$ cat src/rtl/core_defs.sv
// ---------------------------------------------------------------------------
// core_defs: shared encodings for the pipeline controller.
//   fwd_sel_e    : ALU operand source (register file, MEM result, WB result)
//   trap_cause_e : trap cause reported alongside trap_o
//   ctrl_state_e : pipeline_ctrl sequencer states
//   STALL_* / FLUSH_* : common stall {MEM,EX,ID,IF} and flush {MEM,EX,ID} patterns
// ---------------------------------------------------------------------------
package core_defs;

  typedef enum logic [1:0] {
    FWD_RF  = 2'b00,
    FWD_MEM = 2'b01,
    FWD_WB  = 2'b10
  } fwd_sel_e;

  typedef enum logic [1:0] {
    TRAP_NONE     = 2'b00,
    TRAP_ILLEGAL  = 2'b01,
    TRAP_DMEM_TMO = 2'b10
  } trap_cause_e;

  typedef enum logic [1:0] {
    ST_RUN,
    ST_DMEM_WAIT,
    ST_FENCE_DRAIN,
    ST_TRAP_FLUSH
  } ctrl_state_e;

  localparam logic [3:0] STALL_NONE  = 4'b0000;
  localparam logic [3:0] STALL_FRONT = 4'b0011;
  localparam logic [3:0] STALL_ALL   = 4'b1111;

  localparam logic [2:0] FLUSH_NONE  = 3'b000;
  localparam logic [2:0] FLUSH_EX    = 3'b010;
  localparam logic [2:0] FLUSH_ID_EX = 3'b011;
  localparam logic [2:0] FLUSH_ALL   = 3'b111;

endpackage

$ cat src/rtl/hazard_detect.sv
// ---------------------------------------------------------------------------
// hazard_detect: combinational compare of the ID source registers against the
// EX/MEM/WB destinations.
//   Inputs : id_rs1/id_rs2, and per stage valid, reg write-enable and rd.
//   Outputs: raw_ex/raw_mem/raw_wb - ID reads a register that stage will write
//            fwd_a/fwd_b           - operand source for rs1/rs2 (MEM beats WB)
// A producer only counts when it is valid, writes rd, and rd is not x0.
// Build option: PIPE_CTRL_FWD_EN enables forward selects; otherwise both are
// tied to the register file.
// ---------------------------------------------------------------------------
module hazard_detect
  import core_defs::*;
#(
  parameter int unsigned REG_AW = 5
) (
  input  logic [REG_AW-1:0] id_rs1,
  input  logic [REG_AW-1:0] id_rs2,
  input  logic              ex_valid,
  input  logic              ex_we,
  input  logic [REG_AW-1:0] ex_rd,
  input  logic              mem_valid,
  input  logic              mem_we,
  input  logic [REG_AW-1:0] mem_rd,
  input  logic              wb_valid,
  input  logic              wb_we,
  input  logic [REG_AW-1:0] wb_rd,
  output logic              raw_ex,
  output logic              raw_mem,
  output logic              raw_wb,
  output fwd_sel_e          fwd_a,
  output fwd_sel_e          fwd_b
);

  logic ex_live, mem_live, wb_live;
  logic mem_a, mem_b, wb_a, wb_b;

  assign ex_live  = ex_valid  && ex_we  && (ex_rd  != '0);
  assign mem_live = mem_valid && mem_we && (mem_rd != '0);
  assign wb_live  = wb_valid  && wb_we  && (wb_rd  != '0);

  assign mem_a = mem_live && (mem_rd == id_rs1);
  assign mem_b = mem_live && (mem_rd == id_rs2);
  assign wb_a  = wb_live  && (wb_rd  == id_rs1);
  assign wb_b  = wb_live  && (wb_rd  == id_rs2);

  assign raw_ex  = ex_live && ((ex_rd == id_rs1) || (ex_rd == id_rs2));
  assign raw_mem = mem_a || mem_b;
  assign raw_wb  = wb_a  || wb_b;

  always_comb begin
    fwd_a = FWD_RF;
    fwd_b = FWD_RF;
`ifdef PIPE_CTRL_FWD_EN
    if (mem_a)     fwd_a = FWD_MEM;
    else if (wb_a) fwd_a = FWD_WB;
    if (mem_b)     fwd_b = FWD_MEM;
    else if (wb_b) fwd_b = FWD_WB;
`endif
  end

endmodule

$ cat src/rtl/pipeline_ctrl.sv
// ---------------------------------------------------------------------------
// pipeline_ctrl: stall/flush/forwarding sequencer for the IF/ID/EX/MEM/WB core.
// Ports:
//   clk_i, rst_i (async, active-high)
//   id_*   : ID valid, rs1/rs2, FENCE and illegal-instruction flags
//   ex_*   : EX valid, rd, reg write, load flag, resolved redirect
//   mem_*  : MEM valid, rd, reg write; dmem_req_i/dmem_ack_i handshake
//   wb_*   : WB valid, rd, reg write
//   stall_o {MEM,EX,ID,IF}, flush_o {MEM,EX,ID}, fwd_a_o/fwd_b_o operand
//   selects, trap_o one-cycle trap pulse with trap_cause_o.
// Parameters: REG_AW, DMEM_TMO (dmem watchdog limit, 1..255),
//   TRAP_FLUSH_N (flush-all cycles after a trap, 1..3).
// Build option: PIPE_CTRL_FWD_EN - MEM/WB RAW hazards are forwarded and only
//   load-use stalls; without it any RAW against EX/MEM/WB stalls.
// All outputs are combinational and forced low while rst_i is high.
// ---------------------------------------------------------------------------
module pipeline_ctrl
  import core_defs::*;
#(
  parameter int unsigned REG_AW       = 5,
  parameter int unsigned DMEM_TMO     = 255,
  parameter int unsigned TRAP_FLUSH_N = 2
) (
  input  logic              clk_i,
  input  logic              rst_i,
  input  logic              id_valid_i,
  input  logic [REG_AW-1:0] id_rs1_i,
  input  logic [REG_AW-1:0] id_rs2_i,
  input  logic              id_is_fence_i,
  input  logic              id_illegal_i,
  input  logic              ex_valid_i,
  input  logic [REG_AW-1:0] ex_rd_i,
  input  logic              ex_reg_we_i,
  input  logic              ex_is_ld_i,
  input  logic              ex_redirect_i,
  input  logic              mem_valid_i,
  input  logic [REG_AW-1:0] mem_rd_i,
  input  logic              mem_reg_we_i,
  input  logic              dmem_req_i,
  input  logic              dmem_ack_i,
  input  logic              wb_valid_i,
  input  logic [REG_AW-1:0] wb_rd_i,
  input  logic              wb_reg_we_i,
  output logic [3:0]        stall_o,
  output logic [2:0]        flush_o,
  output logic [1:0]        fwd_a_o,
  output logic [1:0]        fwd_b_o,
  output logic              trap_o,
  output logic [1:0]        trap_cause_o
);

  localparam logic [7:0] WD_LIMIT = 8'(DMEM_TMO);
  localparam logic [1:0] TF_LAST  = 2'(TRAP_FLUSH_N - 1);

  ctrl_state_e state_q, state_d;
  logic [7:0]  wd_cnt_q, wd_cnt_d;
  logic [1:0]  tf_cnt_q, tf_cnt_d;

  logic        raw_ex, raw_mem, raw_wb;
  fwd_sel_e    hd_fwd_a, hd_fwd_b;
  logic        data_hazard, fence_block;

  logic [3:0]  stall_d;
  logic [2:0]  flush_d;
  logic        trap_d;
  trap_cause_e cause_d;

  hazard_detect #(
    .REG_AW (REG_AW)
  ) u_hazard_detect (
    .id_rs1    (id_rs1_i),
    .id_rs2    (id_rs2_i),
    .ex_valid  (ex_valid_i),
    .ex_we     (ex_reg_we_i),
    .ex_rd     (ex_rd_i),
    .mem_valid (mem_valid_i),
    .mem_we    (mem_reg_we_i),
    .mem_rd    (mem_rd_i),
    .wb_valid  (wb_valid_i),
    .wb_we     (wb_reg_we_i),
    .wb_rd     (wb_rd_i),
    .raw_ex    (raw_ex),
    .raw_mem   (raw_mem),
    .raw_wb    (raw_wb),
    .fwd_a     (hd_fwd_a),
    .fwd_b     (hd_fwd_b)
  );

`ifdef PIPE_CTRL_FWD_EN
  // MEM/WB producers are covered by the forward muxes; only a load still in
  // EX cannot be forwarded in time.
  logic unused_raw;
  assign unused_raw  = raw_mem | raw_wb;
  assign data_hazard = id_valid_i && raw_ex && ex_is_ld_i;
`else
  // Without forwarding a load in EX is just another RAW producer.
  logic unused_ld;
  assign unused_ld   = ex_is_ld_i;
  assign data_hazard = id_valid_i && (raw_ex || raw_mem || raw_wb);
`endif

  assign fence_block = id_valid_i && id_is_fence_i &&
                       (ex_valid_i || mem_valid_i || wb_valid_i);

  // DMEM_WAIT on its ack cycle and FENCE_DRAIN both fall through to the RUN
  // priority chain: the pipe moves that cycle, so a fence that is still
  // blocked re-enters FENCE_DRAIN and a pending illegal is taken then.
  always_comb begin
    state_d  = ST_RUN;
    wd_cnt_d = '0;
    tf_cnt_d = '0;
    stall_d  = STALL_NONE;
    flush_d  = FLUSH_NONE;
    trap_d   = 1'b0;
    cause_d  = TRAP_NONE;

    if (state_q == ST_TRAP_FLUSH) begin
      flush_d = FLUSH_ALL;
      if (tf_cnt_q != TF_LAST) begin
        state_d  = ST_TRAP_FLUSH;
        tf_cnt_d = tf_cnt_q + 2'd1;
      end
    end else if ((state_q == ST_DMEM_WAIT) && !dmem_ack_i) begin
      if (wd_cnt_q == WD_LIMIT) begin
        trap_d  = 1'b1;
        cause_d = TRAP_DMEM_TMO;
        state_d = ST_TRAP_FLUSH;
      end else begin
        stall_d  = STALL_ALL;
        wd_cnt_d = wd_cnt_q + 8'd1;
        state_d  = ST_DMEM_WAIT;
      end
    end else if (dmem_req_i && !dmem_ack_i) begin
      stall_d  = STALL_ALL;
      wd_cnt_d = 8'd1;
      state_d  = ST_DMEM_WAIT;
    end else if (id_valid_i && id_illegal_i && !ex_redirect_i) begin
      trap_d  = 1'b1;
      cause_d = TRAP_ILLEGAL;
      state_d = ST_TRAP_FLUSH;
    end else if (ex_redirect_i) begin
      flush_d = FLUSH_ID_EX;
    end else if (data_hazard) begin
      stall_d = STALL_FRONT;
      flush_d = FLUSH_EX;
    end else if (fence_block) begin
      stall_d = STALL_FRONT;
      flush_d = FLUSH_EX;
      state_d = ST_FENCE_DRAIN;
    end
  end

  always_ff @(posedge clk_i or posedge rst_i) begin
    if (rst_i) begin
      state_q  <= ST_RUN;
      wd_cnt_q <= '0;
      tf_cnt_q <= '0;
    end else begin
      state_q  <= state_d;
      wd_cnt_q <= wd_cnt_d;
      tf_cnt_q <= tf_cnt_d;
    end
  end

  assign stall_o      = rst_i ? STALL_NONE : stall_d;
  assign flush_o      = rst_i ? FLUSH_NONE : flush_d;
  assign fwd_a_o      = rst_i ? FWD_RF     : hd_fwd_a;
  assign fwd_b_o      = rst_i ? FWD_RF     : hd_fwd_b;
  assign trap_o       = rst_i ? 1'b0       : trap_d;
  assign trap_cause_o = rst_i ? TRAP_NONE  : cause_d;

endmodule

$ cat config.mk
export PLATFORM = sky130hd
export DESIGN_NAME = pipeline_ctrl
export DESIGN_NICKNAME = d
export VERILOG_FILES = /design/src/rtl/core_defs.sv /design/src/rtl/hazard_detect.sv /design/src/rtl/pipeline_ctrl.sv
export SDC_FILE = /design/constraint.sdc
export NUM_CORES = 1
export LEC_CHECK = 0
export ABC_AREA = 1
export BUFFER_PORTS_ARGS = -buffer_cell sky130_fd_sc_hd__clkbuf_2
export CORE_UTILIZATION = 48
export DETAILED_ROUTE_END_ITERATION = 10
export PLACE_DENSITY = 0.9
export SETUP_SLACK_MARGIN = 0.2
export SYNTH_ARGS = -nofsm -noshare
export SYNTH_HDL_FRONTEND = slang
export SYNTH_SLANG_ARGS = --single-unit
$ cat constraint.sdc
create_clock -name clk_i -period 2.1 [get_ports clk_i]
set_input_delay 0.21 -clock clk_i [delete_from_list [all_inputs] [get_ports clk_i]]
set_output_delay 0.21 -clock clk_i [all_outputs]
set_load 0.01 [all_outputs]
==> results.toml <==
[logic_synthesis]
syn_inst = 228
avgSynthCellArea_sq_um = 5.72
netlist_area_sq_um = 1300
ys_warn_count = 0
synth_area_leader_cell = "nand2_1"
synth-seq-cells = 12
yosys-top-cells-area = "nand2_1 (26%), dfrtp_1 (23%), inv_1 (12%)"
synth_common_cells = "nand2_1 (91), inv_1 (41), nor2_1 (22), nand3_1 (15), dfrtp_1 (12)"
ys_types = 27
synth_seq_area_share = 0.230
synth_top_area_frac = 0.262
async_flop_share = 1.00
synth_ff_type = "dfrtp_1"
synth.most_common_cell = "nand2_1"
synth_edf_count = 0

[detailed_routing]
avgRoutedWirePerCell_microns = 10.7
drt_pass1_iterations = 4
ant_nets = 0
dr.first_iter.drc_count = 38
drcViolationCount = 0
wirelength_mm = 3.43
vias_per_cell = 4.81
num_vias = 1544

[timing]
setup_viol = 0
fin_tns_setup_ns = 0
finalMaxSlewViolations = 0
final-hold-violation-count = 0
worst_clock_skew_ns = 0.00160
fin_crit_sh = 0.946
min_period_ns = 1.99
fmax_mhz = 503
tightest_slew_ns = 0.558
slew_headroom = 0.623
rsz0062_at_grt = "yes"

[setup_path]
worstPathCellList = "ha_4 > nand3_4 > nor2_4 > and3_4 > nand2_4 > nor2_4 > inv_2 > nand3_4 > o21ai_2 > buf_2"
cp_data_arrival_time_ns = 1.78
startpoint_type = "flop"
reg2reg_slack_ns = 0.48
cp-end-kind = "output port"
setup.worst_path.class = "flop to output port"
cp.required_ns = 1.89
r2r_end = "wd_cnt_q[0]$_DFF_PP0_"
r2r-start = "wd_cnt_q[0]$_DFF_PP0_"
path_buf_inv = 2
cp_max_fo = 3
crit_slowest_cell = "dfrtp_1"
ff2ff_path_depth = 11
slowest_delay_ns = 0.41
cp_top_family = "simple AND/OR/NAND/NOR gates"

[final_layout]
drive_gt1_frac = 0.282
antenna_cells = 0
syn2layout_area_growth_pct = 34.4
finalNetCount = 333

[grt]
track_usage = 0.255
grt_max_degree = 15
grt_pass1_vias = 1332
antenna_found_initial = 0
grt_pass1_wl_mm = 5.42
grt-ovfl-total = 0

[power_and_ir_drop]
p_sw_uw = 338
swShare = 0.387
power.leakage_uw = 0.00112
power_uw = 874
p_seq_frac = 0.326
p_int_uw = 536
pwr-share-comb = 0.455
ir_worst_vdd_mv = 0.467
p_per_area_nw_per_um2 = 499
p_clk_frac = 0.219

[clock_network]
clockBufferDepth = 2
cts_tree = "yes"
path_clk_slew_ns = 0.08
cts_root_buf = "clkbuf_4"
htreeDepth = 1
clock-sinks = 12
cts_buffers = 3
clk_latency_ns = 0.28

[job]
max-cap-violations = 0

[floorplan]
ios = 54
start_util = 0.517
core-area_sq_um = 2520
die_h_microns = 54.1
fp.dieW_microns = 54.1
dieArea_sq_um = 2930
row_count = 18

[worst_hold_path]
hold_class = "primary input to async pin"

[status]
status = "finished clean"

[placement]
io_buffers = 48
gp_congestion = 0.874
hpwl_mm = 2.64
-- per-layer routing --
layer | GRT usage | part of all wire | routed length [microns] | vias to the layer above
met5 | 0 | 0 | 0 | -
met4 | 0.0299 | 0.0012 | 4 | 0
met3 | 0.0480 | 0.052 | 179 | 2
met2 | 0.477 | 0.52 | 1790 | 49
met1 | 0.305 | 0.42 | 1450 | 683
li1 | - | - | - | 810
-- worst max path at each step --
| stage | start | end | slack (ns) | depth (start not counted) |
|---|---|---|---|---|
| final | wd_cnt_q[0]$_DFF_PP0_ | stall_o[0] | 0.11 | 10 |
| after global routing | wd_cnt_q[0]$_DFF_PP0_ | stall_o[0] | 0.01 | 10 |
| after CTS | wd_cnt_q[1]$_DFF_PP0_ | trap_o | 0.1 | 9 |
| after detailed placement | wd_cnt_q[0]$_DFF_PP0_ | stall_o[1] | 0.33 | 10 |
| after global placement | wd_cnt_q[0]$_DFF_PP0_ | stall_o[1] | 0.35 | 10 |
| after floorplan | wd_cnt_q[0]$_DFF_PP0_ | stall_o[3] | 0.36 | 10 |
-- kinds of logic after synthesis --
| family | after synthesis | synth area share |
|---|---|---|
| buffers and inverters | 47 | 0.153 |
| xor gates and xnor gates | 10 | 0.0672 |
| other | 1 | 0.00288 |
| adders and majority gates | 1 | 0.00960 |
| AOI/OAI and AO/OA | 10 | 0.0509 |
| and+or+nand+nor | 147 | 0.487 |
| DFF | 12 | 0.230 |
-- worst register-to-register path, stage by stage (launching register included) --
cell,delay [ns]
dfrtp_1,0.41
ha_4,0.17
nand3_4,0.09
nor2_4,0.10
and3_4,0.20
nand2_4,0.05
nor2_4,0.13
inv_2,0.07
nand3_4,0.07
buf_4,0.11
buf_4,0.09
a21oi_1,0.03
-- placed cells by master, fill, tap and decap left out, types with 2 or more instances in the layout --
cell	n
clkbuf_2	46
dfrtp_1	12
nor2_1	21
nand3_1	15
nand3_4	2
nor3b_1	2
conb_1	4
buf_4	14
xor2_1	3
a21oi_1	4
nand2_1	91
nor2_4	3
xnor2_1	7
inv_1	39
inv_2	2
clkbuf_4	3
nor3_1	6
buf_2	2
-- flip-flops by register name, indices dropped and copies added (netlist names) --
signal	flops
tf_cnt_q	2
state_q	2
wd_cnt_q	8
-- what timing repair did --
item                       in CTS  in global routing
hold buffers                    0                  0
setup buffers                   9                  4
gates resized for setup         8                  8
setup endpoints to repair       7                  7
pin swaps                       4                  4
-- area by class of cell --
cell class | instances | area (sq um)
flip-flops and latches | 12 | 300
repair buffers | 62 | 345
inverters | 41 | 154
well taps | 30 | 37.5
fillers | 234 | 771
clock buffers | 4 | 36.3
multi-input cells | 172 | 878
-- stage by stage --
| step | util | cell area [sq um] | hold WS, ns | cells | setup slack, ns |
|---|---|---|---|---|---|
| CTS | 0.672 | 1690 | 0.0205 | 317 | 0.0958 |
| floorplan | - | 1320 | 0.0993 | 231 | 0.359 |
| global route | 0.694 | 1750 | 0.0535 | 321 | 0.0144 |
| global placement | 0.617 | 1560 | 0.307 | 304 | 0.355 |
| finish | 0.694 | 1750 | 0.0301 | 321 | 0.114 |
| detailed placement | 0.617 | 1560 | 0.313 | 304 | 0.325 |
-- power groups by stage --
stage / registers, uW / logic (uW) / clock network [uW]
final: 285 / 398 / 191
after global routing: 287 / 447 / 209
after CTS: 278 / 369 / 194
after detailed placement: 280 / 316 / 0
after global placement: 278 / 310 / 0
after floorplan: 276 / 216 / 0
Power figures use the tool's default switching activity.
